$ cat src/rtl/fetch_stage.sv
// -----------------------------------------------------------------------------
// fetch_stage
//
// Instruction fetch stage sitting directly behind the program counter. It keeps
// at most one request outstanding to instruction memory, buffers the returned
// words (tagged with their fetch address) in a small FIFO toward decode, tells
// the PC when it may advance, and discards everything in flight on a flush.
//
// Ports:
//   clk             rising-edge clock
//   rst             asynchronous reset, active low
//   pc              current PC from the program counter
//   flush           branch taken: kill in-flight and buffered fetches
//   pc_stall        1 = PC must hold; 0 = PC advances (one per accepted fetch)
//   imem_req_valid  fetch request valid
//   imem_req_ready  memory accepts the request
//   imem_req_addr   fetch address, stable while the request is pending
//   imem_rsp_valid  response valid, one per accepted request
//   imem_rsp_data   returned instruction word
//   out_valid       instruction available to decode
//   out_ready       decode accepts the head entry
//   out_instr       head instruction (zero while empty)
//   out_pc          PC of the head instruction (zero while empty)
// -----------------------------------------------------------------------------
module fetch_stage #(
  parameter int PC_WIDTH    = 16,
  parameter int INSTR_WIDTH = 32,
  parameter int FIFO_DEPTH  = 2
) (
  input  logic                   clk,
  input  logic                   rst,
  input  logic [PC_WIDTH-1:0]    pc,
  input  logic                   flush,
  output logic                   pc_stall,
  output logic                   imem_req_valid,
  input  logic                   imem_req_ready,
  output logic [PC_WIDTH-1:0]    imem_req_addr,
  input  logic                   imem_rsp_valid,
  input  logic [INSTR_WIDTH-1:0] imem_rsp_data,
  output logic                   out_valid,
  input  logic                   out_ready,
  output logic [INSTR_WIDTH-1:0] out_instr,
  output logic [PC_WIDTH-1:0]    out_pc
);

  localparam int PTR_W = $clog2(FIFO_DEPTH);
  localparam int CNT_W = $clog2(FIFO_DEPTH) + 1;
  localparam logic [CNT_W-1:0] DEPTH_CNT = CNT_W'(FIFO_DEPTH);

  typedef enum logic [1:0] {
    IDLE,     // no request pending
    REQ,      // request presented, waiting for ready
    WAIT,     // request accepted, waiting for the response
    DISCARD   // request accepted before a flush; swallow its response
  } state_t;

  state_t           state, state_next;
  logic             latch_addr;
  logic             push, pop;
  logic [CNT_W-1:0] count, count_next;
  logic [PTR_W-1:0] rd_ptr, wr_ptr;

  logic [INSTR_WIDTH-1:0] instr_mem [FIFO_DEPTH];
  logic [PC_WIDTH-1:0]    pc_mem    [FIFO_DEPTH];

  assign imem_req_valid = (state == REQ);
  assign pc_stall       = !(imem_req_valid && imem_req_ready && !flush);
  assign out_valid      = (count != '0);

  // A flush suppresses both FIFO operations in its cycle; the FIFO is cleared.
  assign push       = (state == WAIT) && imem_rsp_valid && !flush;
  assign pop        = out_valid && out_ready && !flush;
  assign count_next = count + CNT_W'(push) - CNT_W'(pop);

  // NOTE: every output of this block gets a default before the case so that no
  // path leaves a signal unassigned and a latch is inferred.
  always_comb begin
    state_next = state;
    latch_addr = 1'b0;
    case (state)
      IDLE: begin
        if (!flush && (count < DEPTH_CNT)) begin
          state_next = REQ;
          latch_addr = 1'b1;
        end
      end
      REQ: begin
        // Without ready the request is simply withdrawn; with ready it was
        // accepted and its response must still be absorbed.
        if (flush)               state_next = imem_req_ready ? DISCARD : IDLE;
        else if (imem_req_ready) state_next = WAIT;
      end
      WAIT: begin
        if (flush) begin
          state_next = imem_rsp_valid ? IDLE : DISCARD;
        end else if (imem_rsp_valid) begin
          // Room is judged on the occupancy after this cycle's push and pop.
          if (count_next < DEPTH_CNT) begin
            state_next = REQ;
            latch_addr = 1'b1;
          end else begin
            state_next = IDLE;
          end
        end
      end
      DISCARD: begin
        if (imem_rsp_valid) state_next = IDLE;
      end
      default: state_next = IDLE;
    endcase
  end

  // NOTE: sequential state uses non-blocking assignments so every register
  // samples the pre-edge values regardless of statement order.
  always_ff @(posedge clk or negedge rst) begin
    if (!rst) begin
      state         <= IDLE;
      imem_req_addr <= '0;
    end else begin
      state <= state_next;
      if (latch_addr) imem_req_addr <= pc;
    end
  end

  always_ff @(posedge clk or negedge rst) begin
    if (!rst) begin
      count  <= '0;
      rd_ptr <= '0;
      wr_ptr <= '0;
    end else if (flush) begin
      count  <= '0;
      rd_ptr <= '0;
      wr_ptr <= '0;
    end else begin
      count <= count_next;
      // Depth is a power of two, so pointers wrap by plain overflow.
      if (push) wr_ptr <= wr_ptr + PTR_W'(1);
      if (pop)  rd_ptr <= rd_ptr + PTR_W'(1);
    end
  end

  // NOTE: the storage array has no reset; its contents are only observable
  // through the head outputs, which are forced to zero while the FIFO is empty.
  always_ff @(posedge clk) begin
    if (push) begin
      instr_mem[wr_ptr] <= imem_rsp_data;
      pc_mem[wr_ptr]    <= imem_req_addr;
    end
  end

  assign out_instr = out_valid ? instr_mem[rd_ptr] : '0;
  assign out_pc    = out_valid ? pc_mem[rd_ptr]    : '0;

  // The issue rule reserves a slot for every accepted request, so a push can
  // never meet a full FIFO.
  push_not_full: assert property (@(posedge clk) disable iff (!rst)
    push |-> (count != DEPTH_CNT));

endmodule

$ cat config.mk
export PLATFORM = sky130hd
export DESIGN_NAME = fetch_stage
export DESIGN_NICKNAME = d
export VERILOG_FILES = /design/src/rtl/fetch_stage.sv
export SDC_FILE = /design/constraint.sdc
export NUM_CORES = 1
export LEC_CHECK = 0
export CAP_MARGIN = 20
export CELL_PAD_IN_SITES_DETAIL_PLACEMENT = 1
export CELL_PAD_IN_SITES_GLOBAL_PLACEMENT = 2
export CORE_MARGIN = 2
export CORE_UTILIZATION = 35
export CTS_BUF_LIST = sky130_fd_sc_hd__clkbuf_4 sky130_fd_sc_hd__clkbuf_8
export DETAILED_ROUTE_END_ITERATION = 7
export PLACE_DENSITY = 0.8
export SKIP_CTS_REPAIR_TIMING = 1
export SLEW_MARGIN = 20
export SYNTH_ARGS = -nofsm -noshare
export SYNTH_HDL_FRONTEND = slang
export SYNTH_SLANG_ARGS = --single-unit
$ cat constraint.sdc
create_clock -name clk -period 4.2 [get_ports clk]
set_input_delay 0.42 -clock clk [delete_from_list [all_inputs] [get_ports clk]]
set_output_delay 0.42 -clock clk [all_outputs]
set_load 0.03 [all_outputs]
==> results of run 1 <==
[final cells by class]
type | instances | area share, %
clock buffer | 27 | 5.28
tap | 172 | 3.40
inverter | 3 | 0.178
timing repair buffer | 123 | 19.4
clock inverter | 5 | 0.395
sequential | 118 | 54.3
multi-input combinational | 143 | 17.0
[worst paths after layout]
path	slack, ns	to	cells after the start	startpoint
hold / removal	-0.02	imem_req_addr[14]$_DFFE_PN0P_	1	rst
max in group asynchronous	3.82	rd_ptr$_DFFE_PN0P_	1	rst
setup reg to reg	1.33	imem_req_addr[3]$_DFFE_PN0P_	8	count[1]$_DFF_PN0_
setup / recovery	1.29	out_pc[12]	4	count[1]$_DFF_PN0_
min in group clk	0.50	pc_mem[0][7]$_DFFE_PP_	0	imem_req_addr[7]$_DFFE_PN0P_
hold reg to reg	0.50	pc_mem[0][7]$_DFFE_PP_	0	imem_req_addr[7]$_DFFE_PN0P_
[cells in the mapped netlist]
library cell	instances
mux2_2	16
ha_1	2
edfxtp_1	96
or3_1	1
and3b_1	1
nor4_1	1
nand2_1	2
nand3b_1	1
buf_1	1
a21oi_1	2
inv_1	3
nor2_1	53
clkbuf_1	5
a21oi_2	1
a32oi_1	1
buf_6	1
mux2i_1	48
o21ai_0	3
or2_2	1
xor2_1	1
dfrtp_1	22
buf_2	5
a21o_1	1
nor4b_1	1
and4bb_1	1
buf_4	1
xnor3_1	1
and2_1	1
nor2b_1	4
[metal layers]
metal  vias up  track usage (%)
met5         -                0
met4         0             4.52
met3         9             6.13
met2        87             24.6
met1      1324             16.4
li1       1277                -
[flip-flops by register name (all words and copies together) (netlist names)]
signal	count
rd_ptr	1
wr_ptr	1
imem_req_addr	16
count	2
state	2
pc_mem	32
instr_mem	64
[metrics by stage]
stage / hold slack, ns / worst slack, ns / power, mW / utilization [%]
4_1_cts: 0.506 / 1.16 / 3.62 / 50.0
2_1_floorplan: 0.124 / 0.806 / 2.21 / -
3_5_place_dp: 0.486 / 0.937 / 2.69 / 47.2
3_3_place_gp: 0.474 / 1.02 / 2.66 / 47.2
5_1_grt: 0.00433 / 1.05 / 3.74 / 50.0
6_report: -0.0202 / 1.29 / 3.57 / 50.0
[worst max-delay path: cells and delay by family, from the launching register on]
family | cells | cell delay (ns)
flip-flops | 1 | 0.45
AND/OR/NAND/NOR | 2 | 0.56
buffers and inverters | 2 | 1.07
[cells by family after synthesis]
logic type / count (synthesis)
flops: 118
simple gates: 67
mux: 64
buf+inv: 16
compound gates: 8
xor+xnor: 2
fa+ha+maj: 2
[where the power goes]
part | internal, mW | switching [mW] | total (mW)
Sequential | 1.45 | 0.151 | 1.61
Combinational | 0.480 | 0.569 | 1.05
Clock | 0.506 | 0.409 | 0.914
==> key figures, run 1 <==
Status
  • Status: finished, violations left
  • Failing checks: hold timing

Synth
  • Mux cell area share after synthesis: 14.4%
  • Yosys warns: 0
  • Synth Area in XOR/XNOR: 0.684%
  • Register area share after synthesis: 75.1%
  • Synth Area in Adders: 0.547%
  • Post-Syn Area: 4570 um^2
  • Post-Synthesis Cells: 277
  • Compound-gate portion of the synthesized area: 1.09%
  • Synth area leaders: edfxtp_1 (63%), dfrtp_1 (12%), mux2i_1 (11%)
  • Post-Syn Nets: 333
  • Synth Area in Simple Gates: 6.43%
  • Yosys reg bits: 118
  • Synth unique cells: 29
  • Yosys top cell area share: 63.1%
  • Leading area contributor after synthesis: edfxtp_1
  • Syn avg cell area: 16.5 um^2
  • Largest family of logic cells by synthesized area: multiplexers

Drt
  • Met2 WL: 4.89 mm
  • Detail Route Antenna Nets: 0
  • DRT Pass-1 Iters: 4
  • Wirelength per Cell: 16.4 um
  • Vias: 2697
  • Initial drt markers: 62
  • Via density: 4.56
  • Met1 WL: 4.00 mm
  • Highest Signal Layer: met4
  • Routed met3 length: 754 um
  • # DRC: 0
  • Routed WL: 9.71 mm

STA
  • Max-slew headroom: 33.8%
  • Max Fclk: 344 MHz
  • Setup Viol. Count Final: 0
  • Setup TNS: 0 ns
  • Clk_skew: 0.00736 ns
  • Period utilisation layout: 69.3%
  • Actual slew at the worst max-slew pin: 0.994 ns
  • Max-slew violation count: 0
  • RSZ-0062 raised after global routing: false
  • Final Critical Period: 2.91 ns
  • Final hold violation count: 22
  • Hold WS: -0.0202 ns

GRT
  • Initial antenna violation count: 0
  • Overflow after GRT: 0
  • Global Route Usage Sum: 14.5%
  • Vias in the first global route: 3031
  • First-pass GRT wire length: 15.5 mm
  • Largest net degree at the start of global routing: 50

Floorplanning
  • Die Ht: 118 um
  • IO Pins: 121
  • Die X-Extent: 118 um
  • # rows: 41
  • Die area: 14000 um^2
  • Core Box Area: 12700 um^2
  • Initial core utilization: 36.1%

Power
  • P_leak: 2.15 nW
  • Max VDD drop: 0.448 mV
  • Power Density: 564 nW/um^2

Setup path
  • Critical path capture point type: output pin
  • Crit Path Class: reg -> out
  • CP max FO: 30
  • WP data arrival: 2.49 ns
  • Worst Path Required: 3.78 ns
  • Crit path cell chain: nor2_4, buf_4, nor2_1, clkdlybuf4s50_1
  • CP max stage delay: 0.64 ns
  • Startpoint Class: flip-flop
  • CP max-delay cell: clkdlybuf4s50_1

Min path
  • HP Class: in -> async

Layout
  • Finished Layout Cells: 591
  • Diodes inserted: 0
  • Most frequent cells in the layout: clkdlybuf4s50_1 (119), edfxtp_1 (96), nor2_1 (52), mux2i_1 (48)
  • Area occupied by multi-input gates: 1080 um^2
  • Area Overhead vs Synth: 38.5%
  • Reg area: 3440 um^2
  • Share of cells above drive strength 1: 13.8%
  • Number of nets in the layout: 462
  • Commonest non-fill, non-tap cell in the layout: clkdlybuf4s50_1
  • Filler Cells Inserted: 1266
  • Final instance area: 6330 um^2

Placement
  • DP Area: 5980 um^2
  • Port-buffer cells: 120
  • Final GP Congestion: 0.747
  • Placed cells: 559
  • Detailed placement HPWL: 6.34 mm

CTS
  • Total CTS buffers: 17
  • Sink Count: 118
  • Clock transition at the registers of the reported paths: 0.07 ns
  • Skew-Pair Late Insertion Delay: 0.41 ns
  • Clock Tree Buf Depth: 2
  • CTS root buf: clkbuf_8
  • H-tree Lvls: 4
  • CTS tree: yes

Run
  • Max-Cap Viols: 0
Note: power is estimated with default switching activity, not from simulation.
==> run 2: changes to the inputs <==
==> constraint.sdc (replaced) <==
create_clock -name clk -period 2.7 [get_ports clk]
set_input_delay 0.27 -clock clk [delete_from_list [all_inputs] [get_ports clk]]
set_output_delay 0.27 -clock clk [all_outputs]
set_load 0.03 [all_outputs]
==> run 2 against run 1 <==
The flow now finishes without violations. Clock-buffer cell count decreased by 10. Register-to-register slack worse by 1.0 ns. Sequential power rose by 53%. Routed wire length grew 4.0%. Final cell count grew 2.4%. Die area is the same. Setup slack got worse by 1.1 ns. Critical path type unchanged.
==> key figures, run 2 (synthesis gave the netlist of run 1 again) <==
Status
  • Status: finished clean

Run
  • Max-Cap Viols: 0 (unchanged)

GRT
  • First-pass GRT wire length: 16.3 mm (+5.2%)
  • Vias in the first global route: 3023 (-0.26%)
  • Largest net degree at the start of global routing: 38 (-24%)
  • Initial antenna violation count: 0 (unchanged)
  • Overflow after GRT: 0 (unchanged)
  • Global Route Usage Sum: 15.3% (+0.90 points)

Layout
  • Diodes inserted: 0 (unchanged)
  • Number of nets in the layout: 476 (+3.0%)
  • Max reg flops: 64 (unchanged)
  • Area occupied by multi-input gates: 1080 um^2 (unchanged)
  • Most frequent cells in the layout: clkdlybuf4s50_1 (120), edfxtp_1 (96), nor2_1 (52), mux2i_1 (48), dfrtp_1 (21)
  • Filler Cells Inserted: 1252 (-1.1%)
  • Biggest register: instr_mem
  • Reg area: 3430 um^2 (about the same)
  • Share of cells above drive strength 1: 16.2% (+2.3 points)
  • Biggest registers after layout: instr_mem x64, pc_mem x32, imem_req_addr x16
  • Area Overhead vs Synth: 43.1%
  • Commonest non-fill, non-tap cell in the layout: clkdlybuf4s50_1

Power
  • Max VDD drop: 0.476 mV (+6.1%)
  • Sequential power share: 41.9% (-3.1 points)
  • Internal power: 4.00 mW (+64%)
  • Power Density: 897 nW/um^2 (+59%)
  • Switching share of power: 31.9% (+0.30 points)
  • P_leak: 2.23 nW (+4.1%)
  • Combinational share of power: 29.9% (+0.5 points)
  • Net Sw Power: 1.87 mW (+66%)
  • Total power: 5.87 mW (+64%)
  • Clock group share of total power: 28.2% (+2.6 points)

STA
  • Max Fclk: 395 MHz
  • RSZ-0062 raised after global routing: false
  • Max-slew violation count: 0 (unchanged)
  • Clk_skew: 0.0130 ns (+0.00569 ns)
  • Final hold violation count: 0 (-100%)
  • Setup Viol. Count Final: 0 (unchanged)
  • Final Critical Period: 2.53 ns
  • Setup TNS: 0 ns (unchanged)
  • Period utilisation layout: 93.8%
  • Fin worst setup slack: 0.168 ns (-1.12 ns)
  • Actual slew at the worst max-slew pin: 0.459 ns (-0.535 ns)
  • Max-slew headroom: 69.4% (+36 points)

CTS
  • CTS root buf: clkbuf_8
  • Sink Count: 118 (unchanged)
  • Clock Tree Buf Depth: 2 (unchanged)
  • H-tree Lvls: 4 (unchanged)
  • CTS tree: yes
  • Clock transition at the registers of the reported paths: 0.08 ns (about the same)
  • Total CTS buffers: 17 (unchanged)
  • Skew-Pair Late Insertion Delay: 0.42 ns (about the same)

Setup path
  • CP max FO: 14 (-53%)
  • WP buf/inv: 2 (unchanged)
  • Startpoint Class: flip-flop
  • WP data arrival: 2.26 ns (-0.23 ns)
  • Reg2Reg Depth: 9 (+1)
  • CP max-delay cell: clkdlybuf4s50_1
  • R2r endpoint: imem_req_addr[10]$_DFFE_PN0P_
  • CP max stage delay: 0.68 ns (+0.04 ns)
  • CP top delay family: buffers and inverters
  • Critical R2R Launch: count[1]$_DFF_PN0_
  • Critical path capture point type: output pin
  • Crit path cell chain: buf_4, mux2i_1, nor2_1, clkdlybuf4s50_1
  • FF-to-FF setup slack: 0.30 ns (-1.03 ns)
  • Worst Path Required: 2.43 ns (-1.35 ns)
  • Crit Path Class: reg -> out

Placement
  • Final GP Congestion: 0.757 (+1.2%)
  • Pre-CTS WS: 0.149 ns (-0.788 ns)
  • Port-buffer cells: 120 (unchanged)
  • Detailed placement HPWL: 7.00 mm (+10%)

Drt
  • DRT Pass-1 Iters: 4 (unchanged)
  • Vias: 2785 (+3.3%)
  • Initial drt markers: 119 (+92%)
  • Via density: 4.60 (+0.87%)
  • Detail Route Antenna Nets: 0 (unchanged)
  • Routed WL: 10.1 mm (+4.0%)
  • Wirelength per Cell: 16.7 um (+1.6%)
  • # DRC: 0 (unchanged)

Min path
  • HP Class: in -> async

Floorplanning
  • # rows: 41 (unchanged)
  • Die area: 14000 um^2 (unchanged)
  • IO Pins: 121 (unchanged)
  • Die Ht: 118 um (unchanged)
  • Core Box Area: 12700 um^2 (unchanged)
  • Die X-Extent: 118 um (unchanged)
  • Initial core utilization: 36.1% (unchanged)
## run 2: changes by cell type in the layout (fill, tap and decap cells not counted), sizes merged
cell | before | now
buf | 4 | 17
clkbuf | 27 | 17
bufinv | 0 | 3
clkinvlp | 0 | 3
inv | 3 | 6
clkdlybuf4s50 | 119 | 120
clkinv | 5 | 6
## run 2: worst max path at each step
stage	from	end	slack [ns]	cells past startpoint
3_5_place_dp	flush	imem_req_addr[13]$_DFFE_PN0P_	0.15	9
5_1_grt	rd_ptr$_DFFE_PN0P_	out_pc[5]	0.006	4
2_1_floorplan	state[0]$_DFFE_PN0P_	instr_mem[0][0]$_DFFE_PP_	0.22	2
6_report	rd_ptr$_DFFE_PN0P_	out_instr[23]	0.17	4
4_1_cts	count[1]$_DFF_PN0_	out_instr[18]	0.02	4
3_3_place_gp	out_ready	imem_req_addr[1]$_DFFE_PN0P_	0.21	10
## run 2: power groups by stage
stage	Clock (mW)	Sequential, mW	Combinational [mW]
6_report	1.66	2.46	1.76
5_1_grt	1.79	2.49	1.87
4_1_cts	1.71	2.46	1.76
3_5_place_dp	0	2.50	1.75
3_3_place_gp	0	2.47	1.73
2_1_floorplan	0	2.67	0.766
## run 2: through the flow
step	instances	hold slack, ns	util (%)	area (um^2)
final	605	0.197	51.6	6540
after global routing	605	0.225	51.6	6540
after CTS	602	0.183	51.4	6510
after detailed placement	570	0.485	48.1	6090
after global placement	570	0.470	48.1	6090
after floorplan	277	-0.0256	-	4570
## run 2: worst reg2reg max path, delay by kind of cell, from the launching register on
family,cells,cell delay [ns]
compound gates,2,0.50
xor+xnor,1,0.25
fa+ha+maj,2,0.42
buf+inv,2,0.24
flops,1,0.46
mux,1,0.35
simple gates,1,0.07
## run 2: final cells by class
type                       count  share of cell area [%]
clock buffer                  17                    3.58
multi-input combinational    143                    16.5
inverter                       3                   0.172
timing repair buffer         137                    21.3
clock inverter                15                    2.73
sequential                   118                    52.5
tap                          172                    3.29
## run 2: metal layers
metal | up-vias | track usage (%) | share of wire [%]
met2 | 83 | 25.9 | 52
met3 | 8 | 5.55 | 5.6
met5 | - | 0 | 0
met1 | 1390 | 17.7 | 41
li1 | 1304 | - | -
met4 | 0 | 6.10 | 1.2
==> run 3: changes to the inputs <==
--- a/config.mk
+++ b/config.mk
@@ -9,10 +9,11 @@
 export CELL_PAD_IN_SITES_DETAIL_PLACEMENT = 1
 export CELL_PAD_IN_SITES_GLOBAL_PLACEMENT = 2
 export CORE_MARGIN = 2
-export CORE_UTILIZATION = 35
+export CORE_UTILIZATION = 45
 export CTS_BUF_LIST = sky130_fd_sc_hd__clkbuf_4 sky130_fd_sc_hd__clkbuf_8
 export DETAILED_ROUTE_END_ITERATION = 7
-export PLACE_DENSITY = 0.8
+export DONT_BUFFER_PORTS = 1
+export PLACE_DENSITY = 0.79
 export SKIP_CTS_REPAIR_TIMING = 1
 export SLEW_MARGIN = 20
 export SYNTH_ARGS = -nofsm -noshare
==> run 3 against run 2 <==
Critical path depth is 5 higher. Die area shrank 22%. Critical path type is now reg -> reg. Setup slack better by 0.015 ns. Largest cell class unchanged. Fmax rose by 0.62%. Register-to-register slack lost 0.12 ns. Clock skew hardly changed. Clock power decreased by 3%. Clock-buffer cell count up 2. First-iteration DRC count decreased by 14%.
==> key figures, run 3 (synthesis gave the netlist of run 1 again) <==
Placement
  • Detailed placement HPWL: 5.70 mm (-19%)
  • Final GP Congestion: 0.723 (-4.5%)
  • Port-buffer cells: 0 (-100%)
  • Placed cells: 405 (-29%)

STA
  • Setup Viol. Count Final: 0 (unchanged)
  • Clk_skew: 0.0126 ns (-0.000487 ns)
  • Period utilisation layout: 93.2% (-0.57 points)
  • Hold WS: 0.0284 ns (-0.169 ns)
  • Setup TNS: 0 ns (unchanged)
  • Actual slew at the worst max-slew pin: 0.657 ns (+0.198 ns)
  • Final hold violation count: 0 (unchanged)
  • RSZ-0062 raised after global routing: false
  • Max-slew headroom: 56.0% (-13 points)
  • Final Critical Period: 2.52 ns (-0.0155 ns)
  • Max-slew violation count: 0 (unchanged)
  • Max Fclk: 397 MHz (+0.62%)

Layout
  • Fin util: 58.2% (+6.6 points)
  • Diodes inserted: 0 (unchanged)
  • Filler Cells Inserted: 920 (-27%)
  • Area Overhead vs Synth: 25.0%
  • Commonest non-fill, non-tap cell in the layout: edfxtp_1
  • Finished Layout Cells: 488 (-19%)
  • Max reg flops: 64 (unchanged)
  • Biggest register: instr_mem
  • Most frequent cells in the layout: edfxtp_1 (96), nor2_1 (52), dlygate4sd3_1 (50), mux2i_1 (48), dfrtp_1 (21)
  • Number of nets in the layout: 398 (-16%)
  • Share of cells above drive strength 1: 17.7% (+1.6 points)
  • Biggest registers after layout: instr_mem x64, pc_mem x32, imem_req_addr x16

GRT
  • Largest net degree at the start of global routing: 49 (+29%)
  • Vias in the first global route: 2470 (-18%)
  • Initial antenna violation count: 0 (unchanged)
  • First-pass GRT wire length: 13.6 mm (-17%)
  • Overflow after GRT: 0 (unchanged)
  • Global Route Usage Sum: 16.5% (+1.2 points)

Drt
  • Wirelength per Cell: 19.6 um (+18%)
  • Vias: 2537 (-8.9%)
  • DRT Pass-1 Iters: 4 (unchanged)
  • Initial drt markers: 102 (-14%)
  • Detail Route Antenna Nets: 0 (unchanged)
  • Via density: 5.20 (+13%)
  • Routed WL: 9.59 mm (-5.0%)
  • # DRC: 0 (unchanged)

Power
  • Switching share of power: 32.8% (+0.94 points)
  • Power Density: 929 nW/um^2 (+3.6%)
  • Combinational share of power: 18.2% (-12 points)
  • Max VDD drop: 0.550 mV (+16%)
  • Internal power: 3.56 mW (-11%)
  • P_leak: 1.97 nW (-12%)
  • Sequential power share: 51.4% (+9.5 points)
  • Clock group share of total power: 30.3% (+2.1 points)
  • Total power: 5.31 mW (-9.5%)
  • Net Sw Power: 1.74 mW (-6.9%)

Floorplanning
  • Core Box Area: 9820 um^2 (-23%)
  • Die Ht: 105 um (-11%)
  • IO Pins: 121 (unchanged)
  • Die X-Extent: 105 um (-11%)
  • Die area: 11000 um^2 (-22%)
  • Initial core utilization: 46.6% (+10 points)
  • # rows: 36 (-12%)

Min path
  • HP Class: in -> reg

Setup path
  • Startpoint Class: flip-flop
  • CP max FO: 16 (+2)
  • Worst Path Required: 2.99 ns (+0.56 ns)
  • WP data arrival: 2.81 ns (+0.55 ns)
  • Critical path capture point type: flip-flop
  • Crit Path Class: reg -> reg

CTS
  • CTS tree: yes
  • Skew-Pair Late Insertion Delay: 0.41 ns (about the same)
  • Total CTS buffers: 17 (unchanged)
  • Sink Count: 118 (unchanged)
  • Clock transition at the registers of the reported paths: 0.07 ns (about the same)
  • CTS root buf: clkbuf_8
  • H-tree Lvls: 4 (unchanged)
  • Clock Tree Buf Depth: 2 (unchanged)

Status
  • Status: finished clean

Run
  • Max-Cap Viols: 0 (unchanged)
[run 3: layout make-up]
type / instances / area [um^2] / share of cell area, %
timing repair buffer: 59 / 618 / 10.8
sequential: 118 / 3430 / 60.1
clock buffer: 19 / 249 / 4.36
clock inverter: 13 / 158 / 2.76
inverter: 3 / 11.3 / 0.197
tap: 133 / 166 / 2.91
multi-input combinational: 143 / 1080 / 18.9
[run 3: critical path: stages, from the launching register on]
cell and delay, ns:
dfrtp_1 0.45, o21ai_0 0.29, nor2_1 0.08, ha_1 0.29, inv_1 0.07, ha_1 0.15, xnor3_1 0.25, a21oi_2 0.16
buf_4 0.27, mux2_2 0.37
[run 3: power groups by stage]
stage               Clock [mW]  Sequential (mW)  Combinational (mW)
floorplan                    0             2.67               0.766
global placement             0             2.75               0.871
detailed placement           0             2.77               0.892
CTS                       1.65             2.73               0.902
global route              1.73             2.77                1.05
finish                    1.61             2.73               0.968
[run 3: stage by stage]
step	instance area (um^2)	worst slack, ns
CTS	5190	0.176
global route	5710	0.0350
global placement	4790	0.349
detailed placement	4790	0.268
floorplan	4570	0.222
finish	5710	0.184
[run 3: layer usage]
layer	routed length (um)	vias to the layer above	track usage [%]
met3	685	9	8.55
met5	0	-	0
met4	85	0	5.81
li1	-	1151	-
met1	3870	1287	19.1
met2	4940	90	26.5
[run 3: final timing paths]
path,startpoint,endpoint,slack [ns],cells past startpoint
setup reg to reg,count[1]$_DFF_PN0_,imem_req_addr[12]$_DFFE_PN0P_,0.18,9
setup / recovery,count[1]$_DFF_PN0_,imem_req_addr[12]$_DFFE_PN0P_,0.18,9
max in group asynchronous,rst,rd_ptr$_DFFE_PN0P_,2.22,2
hold reg to reg,wr_ptr$_DFFE_PN0P_,wr_ptr$_DFFE_PN0P_,0.63,2
min in group asynchronous,rst,imem_req_addr[8]$_DFFE_PN0P_,0.31,2
hold / removal,pc[15],imem_req_addr[15]$_DFFE_PN0P_,0.03,1
